--- src/rtl/bkram_pkg.sv ---
// Shared types and constants for the backup-RAM <-> SD sector mover.
package bkram_pkg;

    localparam int SECTOR_BYTES = 512;
    localparam int SECTOR_AW    = 9;

    typedef enum logic [2:0] {
        ST_IDLE,
        ST_REQ,
        ST_XFER,
        ST_NEXT,
        ST_DONE,
        ST_ABORT
    } bk_state_e;

    // Number of whole-or-partial sectors an image of sz bytes occupies.
    function automatic logic [23:0] size_to_sectors(input logic [31:0] sz);
        return 24'((33'(sz) + 33'(SECTOR_BYTES - 1)) >> SECTOR_AW);
    endfunction

endpackage

--- src/rtl/bkram_sd_ctrl_if.sv ---
// Sector handshake between the backup controller (master) and user_io (slave).
interface bkram_sd_ctrl_if;
    import bkram_pkg::*;

    logic [31:0]          sd_lba;
    logic                 sd_rd;
    logic                 sd_wr;
    logic                 sd_ack;
    logic [SECTOR_AW-1:0] sd_buff_addr;
    logic                 sd_buff_wr;

    modport master (
        output sd_lba, sd_rd, sd_wr,
        input  sd_ack, sd_buff_addr, sd_buff_wr
    );

    modport slave (
        input  sd_lba, sd_rd, sd_wr,
        output sd_ack, sd_buff_addr, sd_buff_wr
    );

endinterface

--- src/rtl/bk_watchdog.sv ---
// Free-running ack watchdog: expires after 2^TMO_W enabled cycles without a clear.
module bk_watchdog #(
    parameter int TMO_W = 20
) (
    input  logic clk_sys,
    input  logic RESET_n,
    input  logic clr_i,
    input  logic en_i,
    output logic expire_o
);

    logic [TMO_W-1:0] cnt_q, cnt_d;

    // Clear has priority; count only while a transfer is waiting on the SD side.
    always_comb begin
        cnt_d = cnt_q;
        if (clr_i)
            cnt_d = '0;
        else if (en_i)
            cnt_d = cnt_q + TMO_W'(1);
    end

    // Counter register.
    always_ff @(posedge clk_sys or negedge RESET_n) begin
        if (!RESET_n)
            cnt_q <= '0;
        else
            cnt_q <= cnt_d;
    end

    assign expire_o = en_i & ~clr_i & (&cnt_q);

endmodule

--- src/rtl/bkram_sd_ctrl.sv ---
// Backup-RAM sector mover: loads/saves battery RAM from/to the mounted SD image,
// with dirty tracking, optional autosave, one-deep request queues and a watchdog.
module bkram_sd_ctrl
    import bkram_pkg::*;
#(
    parameter int          SECT_W   = 4,
    parameter int unsigned LBA_BASE = 0,
    parameter int          AUTOSAVE = 0,
    parameter int          TMO_W    = 20
) (
    input  logic                        clk_sys,
    input  logic                        RESET_n,
    input  logic                        img_mounted,
    input  logic [31:0]                 img_size,
    input  logic                        img_readonly,
    input  logic                        bk_disable,
    input  logic                        load_req,
    input  logic                        save_req,
    input  logic                        autosave_trig,
    input  logic                        dirty_in,
    bkram_sd_ctrl_if.master             sd,
    output logic [SECT_W+SECTOR_AW-1:0] bk_addr,
    output logic                        bk_we,
    output logic                        bk_ena,
    output logic                        bk_busy,
    output logic                        bk_dirty,
    output logic                        bk_reset,
    output logic                        bk_err
);

    localparam int NW        = SECT_W + 1;
    localparam int NSECT_MAX = 1 << SECT_W;

    bk_state_e         state_q, state_d;
    logic              mnt_q, ld_q, sv_q, at_q, ack_q;
    logic              pend_ld_q, pend_ld_d, pend_sv_q, pend_sv_d;
    logic              dir_ld_q, dir_ld_d;
    logic [SECT_W-1:0] sect_q, sect_d;
    logic [NW-1:0]     nsect_q, nsect_d;
    logic [31:0]       lba_q, lba_d;
    logic              ena_q, ena_d;
    logic              busy_q, busy_d;
    logic              dirty_q, dirty_d;
    logic              rst_pulse_q, rst_pulse_d;
    logic              err_q, err_d;

    logic        mnt_rise, ld_rise, sv_rise, at_rise, ack_rise, ack_fall;
    logic        auto_evt, loading, wd_en, wd_clr, wd_expire;
    logic [23:0] img_sect;

    assign mnt_rise = img_mounted & ~mnt_q;
    assign ld_rise  = load_req & ~ld_q;
    assign sv_rise  = save_req & ~sv_q;
    assign at_rise  = autosave_trig & ~at_q;
    assign ack_rise = sd.sd_ack & ~ack_q;
    assign ack_fall = ~sd.sd_ack & ack_q;

    assign img_sect = size_to_sectors(img_size);
    assign loading  = busy_q & dir_ld_q;
    assign auto_evt = (AUTOSAVE != 0) & at_rise & dirty_q & ena_q & ~img_readonly;

    // Watchdog runs only while waiting on user_io; it is held clear in every
    // other state, so each REQ entry starts from zero.
    assign wd_en  = (state_q == ST_REQ) | (state_q == ST_XFER);
    assign wd_clr = ack_rise | ack_fall | ~wd_en;

    bk_watchdog #(.TMO_W(TMO_W)) u_wd (
        .clk_sys  (clk_sys),
        .RESET_n  (RESET_n),
        .clr_i    (wd_clr),
        .en_i     (wd_en),
        .expire_o (wd_expire)
    );

    // Next-state: FSM first, then request capture, then disable, then dirty
    // marking, so later items override earlier ones in the same cycle.
    always_comb begin
        state_d     = state_q;
        pend_ld_d   = pend_ld_q;
        pend_sv_d   = pend_sv_q;
        dir_ld_d    = dir_ld_q;
        sect_d      = sect_q;
        nsect_d     = nsect_q;
        lba_d       = lba_q;
        ena_d       = ena_q;
        busy_d      = busy_q;
        dirty_d     = dirty_q;
        rst_pulse_d = 1'b0;
        err_d       = err_q;

        unique case (state_q)
            ST_IDLE: begin
                if (ena_q && (pend_ld_q || pend_sv_q)) begin
                    sect_d  = '0;
                    lba_d   = 32'(LBA_BASE);
                    busy_d  = 1'b1;
                    state_d = ST_REQ;
                    if (pend_ld_q) begin
                        // A load makes any queued save pointless.
                        dir_ld_d  = 1'b1;
                        pend_ld_d = 1'b0;
                        pend_sv_d = 1'b0;
                    end else begin
                        dir_ld_d  = 1'b0;
                        pend_sv_d = 1'b0;
                        dirty_d   = 1'b0;
                    end
                end
            end
            ST_REQ: begin
                if (ack_rise)
                    state_d = ST_XFER;
                else if (wd_expire)
                    state_d = ST_ABORT;
            end
            ST_XFER: begin
                if (ack_fall)
                    state_d = ST_NEXT;
                else if (wd_expire)
                    state_d = ST_ABORT;
            end
            ST_NEXT: begin
                if ({1'b0, sect_q} == nsect_q - NW'(1)) begin
                    state_d = ST_DONE;
                end else begin
                    sect_d  = sect_q + SECT_W'(1);
                    lba_d   = lba_q + 32'd1;
                    state_d = ST_REQ;
                end
            end
            ST_DONE: begin
                busy_d  = 1'b0;
                state_d = ST_IDLE;
                if (dir_ld_q) begin
                    rst_pulse_d = 1'b1;
                    dirty_d     = 1'b0;
                end
            end
            ST_ABORT: begin
                busy_d    = 1'b0;
                err_d     = 1'b1;
                pend_ld_d = 1'b0;
                pend_sv_d = 1'b0;
                state_d   = ST_IDLE;
                // The image was only partly written, so RAM still differs from it.
                if (!dir_ld_q)
                    dirty_d = 1'b1;
            end
            default: state_d = ST_IDLE;
        endcase

        if (mnt_rise) begin
            if (img_size == 32'd0) begin
                ena_d = 1'b0;
            end else begin
                ena_d     = 1'b1;
                pend_ld_d = 1'b1;
                if (img_sect < 24'(NSECT_MAX)) begin
                    nsect_d = NW'(img_sect);
                    err_d   = 1'b1;
                end else begin
                    nsect_d = NW'(NSECT_MAX);
                end
            end
        end

        if (ld_rise)
            pend_ld_d = 1'b1;

        if (sv_rise && img_readonly)
            err_d = 1'b1;
        else if (sv_rise || auto_evt)
            pend_sv_d = 1'b1;

        if (bk_disable) begin
            ena_d     = 1'b0;
            pend_ld_d = 1'b0;
            pend_sv_d = 1'b0;
        end

        if (dirty_in && !loading)
            dirty_d = 1'b1;
    end

    // State and edge-history registers.
    always_ff @(posedge clk_sys or negedge RESET_n) begin
        if (!RESET_n) begin
            state_q     <= ST_IDLE;
            mnt_q       <= 1'b0;
            ld_q        <= 1'b0;
            sv_q        <= 1'b0;
            at_q        <= 1'b0;
            ack_q       <= 1'b0;
            pend_ld_q   <= 1'b0;
            pend_sv_q   <= 1'b0;
            dir_ld_q    <= 1'b0;
            sect_q      <= '0;
            nsect_q     <= NW'(NSECT_MAX);
            lba_q       <= 32'(LBA_BASE);
            ena_q       <= 1'b0;
            busy_q      <= 1'b0;
            dirty_q     <= 1'b0;
            rst_pulse_q <= 1'b0;
            err_q       <= 1'b0;
        end else begin
            state_q     <= state_d;
            mnt_q       <= img_mounted;
            ld_q        <= load_req;
            sv_q        <= save_req;
            at_q        <= autosave_trig;
            ack_q       <= sd.sd_ack;
            pend_ld_q   <= pend_ld_d;
            pend_sv_q   <= pend_sv_d;
            dir_ld_q    <= dir_ld_d;
            sect_q      <= sect_d;
            nsect_q     <= nsect_d;
            lba_q       <= lba_d;
            ena_q       <= ena_d;
            busy_q      <= busy_d;
            dirty_q     <= dirty_d;
            rst_pulse_q <= rst_pulse_d;
            err_q       <= err_d;
        end
    end

    // Requests are decoded from the registered state so reset drops them at once.
    assign sd.sd_rd  = (state_q == ST_REQ) &  dir_ld_q;
    assign sd.sd_wr  = (state_q == ST_REQ) & ~dir_ld_q;
    assign sd.sd_lba = lba_q;

    assign bk_addr  = {sect_q, sd.sd_buff_addr};
    assign bk_we    = sd.sd_buff_wr & sd.sd_ack & loading;
    assign bk_ena   = ena_q;
    assign bk_busy  = busy_q;
    assign bk_dirty = dirty_q;
    assign bk_reset = rst_pulse_q;
    assign bk_err   = err_q;

endmodule

--- src/flat_wrapper.sv ---
// flat-port wrapper written by rule: the top's interface ports become plain ports
module bkram_sd_ctrl_flat import bkram_pkg::*;
#(
    parameter int          SECT_W   = 4,
    parameter int unsigned LBA_BASE = 0,
    parameter int          AUTOSAVE = 0,
    parameter int          TMO_W    = 20
)
  (clk_sys, RESET_n, img_mounted, img_size, img_readonly, bk_disable, load_req, save_req, autosave_trig, dirty_in, bk_addr, bk_we, bk_ena, bk_busy, bk_dirty, bk_reset, bk_err, sd_sd_lba, sd_sd_rd, sd_sd_wr, sd_sd_ack, sd_sd_buff_addr, sd_sd_buff_wr);
  bkram_sd_ctrl_if sd_i ();
  input  logic clk_sys;
  input  logic RESET_n;
  input  logic img_mounted;
  input  logic [31:0] img_size;
  input  logic img_readonly;
  input  logic bk_disable;
  input  logic load_req;
  input  logic save_req;
  input  logic autosave_trig;
  input  logic dirty_in;
  output logic [SECT_W+SECTOR_AW-1:0] bk_addr;
  output logic bk_we;
  output logic bk_ena;
  output logic bk_busy;
  output logic bk_dirty;
  output logic bk_reset;
  output logic bk_err;
  output wire logic [$bits(sd_i.sd_lba)-1:0] sd_sd_lba;
  output wire logic [$bits(sd_i.sd_rd)-1:0] sd_sd_rd;
  output wire logic [$bits(sd_i.sd_wr)-1:0] sd_sd_wr;
  input wire logic [$bits(sd_i.sd_ack)-1:0] sd_sd_ack;
  input wire logic [$bits(sd_i.sd_buff_addr)-1:0] sd_sd_buff_addr;
  input wire logic [$bits(sd_i.sd_buff_wr)-1:0] sd_sd_buff_wr;
  assign sd_sd_lba = sd_i.sd_lba;
  assign sd_sd_rd = sd_i.sd_rd;
  assign sd_sd_wr = sd_i.sd_wr;
  assign sd_i.sd_ack = sd_sd_ack;
  assign sd_i.sd_buff_addr = sd_sd_buff_addr;
  assign sd_i.sd_buff_wr = sd_sd_buff_wr;
  bkram_sd_ctrl #(.SECT_W(SECT_W), .LBA_BASE(LBA_BASE), .AUTOSAVE(AUTOSAVE), .TMO_W(TMO_W)) u_core (.clk_sys(clk_sys), .RESET_n(RESET_n), .img_mounted(img_mounted), .img_size(img_size), .img_readonly(img_readonly), .bk_disable(bk_disable), .load_req(load_req), .save_req(save_req), .autosave_trig(autosave_trig), .dirty_in(dirty_in), .sd(sd_i), .bk_addr(bk_addr), .bk_we(bk_we), .bk_ena(bk_ena), .bk_busy(bk_busy), .bk_dirty(bk_dirty), .bk_reset(bk_reset), .bk_err(bk_err));
endmodule
--- config.mk ---
export PLATFORM = sky130hd
export DESIGN_NAME = bkram_sd_ctrl_flat
export DESIGN_NICKNAME = d
export VERILOG_FILES = /design/src/rtl/bkram_pkg.sv /design/src/rtl/bkram_sd_ctrl_if.sv /design/src/rtl/bk_watchdog.sv /design/src/rtl/bkram_sd_ctrl.sv /design/src/flat_wrapper.sv
export SDC_FILE = /design/constraint.sdc
export NUM_CORES = 1
export LEC_CHECK = 0
export ABC_CLOCK_PERIOD_IN_PS = 3500
export CORE_MARGIN = 2
export CORE_UTILIZATION = 30
export DETAILED_ROUTE_END_ITERATION = 6
export PLACE_DENSITY_LB_ADDON = 0.3
export SLEW_MARGIN = 5
export SYNTH_ARGS = -nofsm -noshare
export SYNTH_HDL_FRONTEND = slang
export SYNTH_HIERARCHICAL = 1
export SYNTH_SLANG_ARGS = --single-unit
export TNS_END_PERCENT = 5
--- constraint.sdc ---
create_clock -name clk_sys -period 3.5 [get_ports clk_sys]
set_clock_uncertainty 0.05 [all_clocks]
set_input_delay 1.05 -clock clk_sys [delete_from_list [all_inputs] [get_ports clk_sys]]
set_output_delay 1.05 -clock clk_sys [all_outputs]
set_load 0.02 [all_outputs]
==> summary.md <==
| Metric | Value |
|---|---|
| Slowest-stage cell, CP | clkdlybuf4s50_1 |
| Via count | roughly 4000 |
| Leakage | 0.00234 uW |
| Clock Tree Root | clkbuf_16 |
| Gate count of the mapped netlist | 500 |
| Setup TNS Final | 0 ns |
| Status | completed |
| Mapped Area | 4520 sq um |
| Fill cell count | ~1400 |
| FP Rows | 44 |
| CTS Buffer Depth | 2 |
| CP Buf/Inv Count | 2 |
| Finish-stage setup viols | 0 |
| Share of layout cells above drive strength 1 | 0.116 |
| Crit. End Element | output port |
| Area Growth Syn to Fin | 31.7% |
| Synthesis Warnings | 6 |
| Worst hold stages | 2 |
| Die width | around 130 microns |
| Final ANT Viol Nets | 0 |
| Via-to-Cell Ratio | ~5.0 |
| DR WL/cell | 14.2 microns |
| CP top delay family | buffers and inverters |
| Register area | 1900 sq um |
| FFs w/ async S/R, synth | 1.00 |
| Port buffer count | 85 |
| CTS tree | yes |
| Final worst-path cycle share | 0.968 |
| Hold Fails Final Rpt | 0 |
| Dpl cell area | 5680 sq um |
| Slew Viols, Final | 0 |
| Max IR drop VDD | roughly 0.00019 V |
| Post-synth EDFFs | 0 |
| Final HPWL DP | roughly 8.3 mm |
| WS Path Type | in2out |
| Grt ovf | 0 |
| Die Y | 127 microns |
| Max_cap viols | 0 |
| Design area | roughly 6000 sq um |
| Worst-path fanout max | 2 |
| Sequential fraction of the synthesis area | 0.421 |
| Worst path max stage delay | 0.60 ns |
| Io pins | 105 |
| Vias in the first global route | just over 4000 |
| Clock latency on the worst-skew pair | 0.33 ns |
| Seq cells post-synth | 76 |
| Gr usage total | 0.144 |
| Crit path top cell by count | clkdlybuf4s50_1 |
| Maximum clock rate | between 200 and 300 MHz |
| Clock slew at reported path FFs | roughly 0.06 ns |
| Tot Pwr | 2580 uW |
| First-pass GRT wire length | 19.1 mm |
| Largest net degree at the start of global routing | 77 |
| Unique masters post-synth | between 60 and 70 |
| Worst Hold Margin | 0.447 ns |
| Initial Util | 0.309 |
| Fin crit period | 3.39 ns |
| Post-route DRC | 0 |
| Crit. path cell count | 3 |
| H-tree depth | 3 |
| Die ar. | 16100 sq um |
| CTS resizes | 0 |
| DR pass1 iterations | 4 |
| # hold bufs at CTS | 0 |
| Core Area | between 10000 and 15000 sq um |
| N_diodes | 0 |
| Detailed Route Iter0 Violations | 237 |
| Post-Route WL | 11.2 mm |
| Prevailing post-synth register cell | dfrtp_1 |
| Hold crit path type | reg2reg |
| Final nets | 657 |
| Syn nets | 558 |
| CTS sink cnt | 76 |
| Crit path cell chain | clkdlybuf4s50_1 > and4_1 > clkdlybuf4s50_1 |
| Mean Syn Cell Area | 9.04 sq um |
| Worst R2R Path Depth | 9 |
| Multi-input gate area | between 2000 and 2500 sq um |
| Worst Max-Slew Pin Slew | approximately 0.96 ns |
| Worst Path Arrival | 2.29 ns |
| TritonCTS Buffers | 9 |
| Routability cong. | 0.833 |
| Buffers inserted by post-CTS timing repair | 0 |
| Worst EP required | 2.40 ns |
| Pwr Density | 433 nW/um^2 |
| Startpoint Class | input pin |
| RSZ-0062 raised after global routing | false |
| Initial antenna violation count | 0 |
| Worst rel slew slack | 0.359 |
cell families after synthesis:
kind of cell / synth area share
AO/OA/AOI/OAI: 0.159
XOR/XNOR: 0.0814
adder cells (fa/ha/maj): 0.0166
buffers and inverters: 0.0493
flip-flops: 0.421
multiplexers: 0.0155
AND/OR/NAND/NOR: 0.258
per-layer routing:
| layer | global-route usage | wire (microns) | vias up |
|---|---|---|---|
| met5 | 0 | 0 | - |
| met4 | 0.0498 | 104 | 0 |
| met3 | 0.0346 | 662 | 10 |
| met2 | 0.248 | 5390 | 83 |
| met1 | 0.177 | 5020 | 1865 |
| li1 | - | - | 1994 |
path summary, 6_finish.rpt:
kind / startpoint / endpoint / slack, ns
worst max-delay path: sd_sd_ack / bk_we / 0.11
worst min-delay path: u_core/nsect_q[4]$_DFFE_PN1P_ / u_core/nsect_q[4]$_DFFE_PN1P_ / 0.45
worst max register to register: u_core/nsect_q[0]$_DFFE_PN0P_ / u_core/sd.sd_lba[31]$_DFFE_PN0P_ / 0.57
worst min register to register: u_core/nsect_q[4]$_DFFE_PN1P_ / u_core/nsect_q[4]$_DFFE_PN1P_ / 0.45
max in group asynchronous: RESET_n / u_core/nsect_q[3]$_DFFE_PN0P_ / 1.96
min in group asynchronous: RESET_n / u_core/sd.sd_lba[24]$_DFFE_PN0P_ / 0.81
sequential cells by signal, indices dropped and copies added (netlist names), 3 cells and up:
name / flops
u_core/sect_q: 4
u_core/sd.sd_lba: 32
u_core/state_q: 3
u_core/nsect_q: 5
u_core/u_wd/cnt_q: 20
area by class of cell:
cell class / instances / area share
clock buffers: 11 / 0.0408
repair buffers: 112 / 0.177
flip-flops and latches: 76 / 0.320
inverters: 26 / 0.0164
multi-input cells: 374 / 0.403
well taps: 184 / 0.0387
clock inverters: 4 / 0.00441
worst reg2reg max path, stage by stage, from the launching register on:
cell and delay, ns:
dfrtp_1 0.40, inv_1 0.06, ha_1 0.23, and3b_1 0.18, o21ai_0 0.14, o311ai_0 0.23
a31oi_1 0.73, nor2_1 0.28, or3_1 0.41, a21oi_1 0.14
power by group:
| group | switching, uW | total, uW | internal (uW) |
|---|---|---|---|
| clock network | 344 | 838 | 494 |
| logic | 388 | 690 | 302 |
| registers | 101 | 1050 | 950 |
| total | 833 | 2580 | 1750 |
synthesized netlist by cell type (2+ instances only):
| library cell | count | area (sq um) |
|---|---|---|
| a2111oi_0 | 5 | 43.8 |
| a2111oi_2 | 4 | 60.1 |
| a211oi_1 | 7 | 52.6 |
| a21oi_1 | 23 | 115 |
| a311oi_1 | 2 | 17.5 |
| a31o_2 | 3 | 26.3 |
| a31oi_1 | 7 | 43.8 |
| and2_1 | 3 | 18.8 |
| and3_1 | 5 | 31.3 |
| and4_1 | 3 | 26.3 |
| buf_1 | 2 | 7.51 |
| buf_4 | 9 | 67.6 |
| clkbuf_1 | 12 | 45.0 |
| dfrtp_1 | 75 | 1880 |
| ha_1 | 6 | 75.1 |
| inv_1 | 26 | 97.6 |
| mux2i_1 | 7 | 70.1 |
| nand2_1 | 49 | 184 |
| nand2b_1 | 9 | 56.3 |
| nand3_1 | 31 | 155 |
| nand3b_1 | 3 | 22.5 |
| nand4_1 | 15 | 93.8 |
| nor2_1 | 48 | 180 |
| nor2b_1 | 2 | 12.5 |
| nor3_1 | 12 | 60.1 |
| nor3b_1 | 4 | 30.0 |
| nor4_1 | 9 | 56.3 |
| nor4_2 | 2 | 25.0 |
| o2111ai_1 | 3 | 26.3 |
| o211ai_1 | 3 | 22.5 |
| o21a_1 | 3 | 22.5 |
| o21ai_0 | 18 | 90.1 |
| o21ai_2 | 4 | 35.0 |
| o31ai_1 | 2 | 15.0 |
| or2_2 | 5 | 31.3 |
| or3_1 | 10 | 62.6 |
| or3_2 | 2 | 15.0 |
| or4_1 | 4 | 30.0 |
| xnor2_1 | 30 | 263 |
| xor2_1 | 12 | 105 |
stage by stage:
step	worst slack, ns	util	std cells
6_report	0.113	0.406	787
5_1_grt	0.0830	0.406	787
4_1_cts	0.0997	0.406	787
3_5_place_dp	-0.124	0.388	772
3_3_place_gp	-0.106	0.388	772
2_1_floorplan	0.444	-	500
placed cells by master (no fill, tap or decap), types with 3 or more instances in the layout:
cell	instances
o21ai_2	4
nand3b_1	3
nand3_1	31
nor2_1	48
and2_1	3
and4_1	3
nor4_1	8
a2111oi_2	4
buf_4	28
or2_2	5
o21a_1	3
nor4_2	3
xor2_1	12
clkbuf_16	9
xnor2_1	30
a2111oi_0	5
dfrtp_1	75
o2111ai_1	3
o211ai_1	3
or4_1	4
nand2b_1	9
nand2_1	49
inv_1	26
a21oi_1	23
mux2i_1	7
ha_1	6
and3_1	5
nand4_1	15
or3_1	10
clkdlybuf4s50_1	84
nor3_1	12
nor3b_1	4
a31oi_1	7
a211oi_1	7
o21ai_0	18
a31o_2	3
Note: power is estimated with default switching activity, not from simulation.
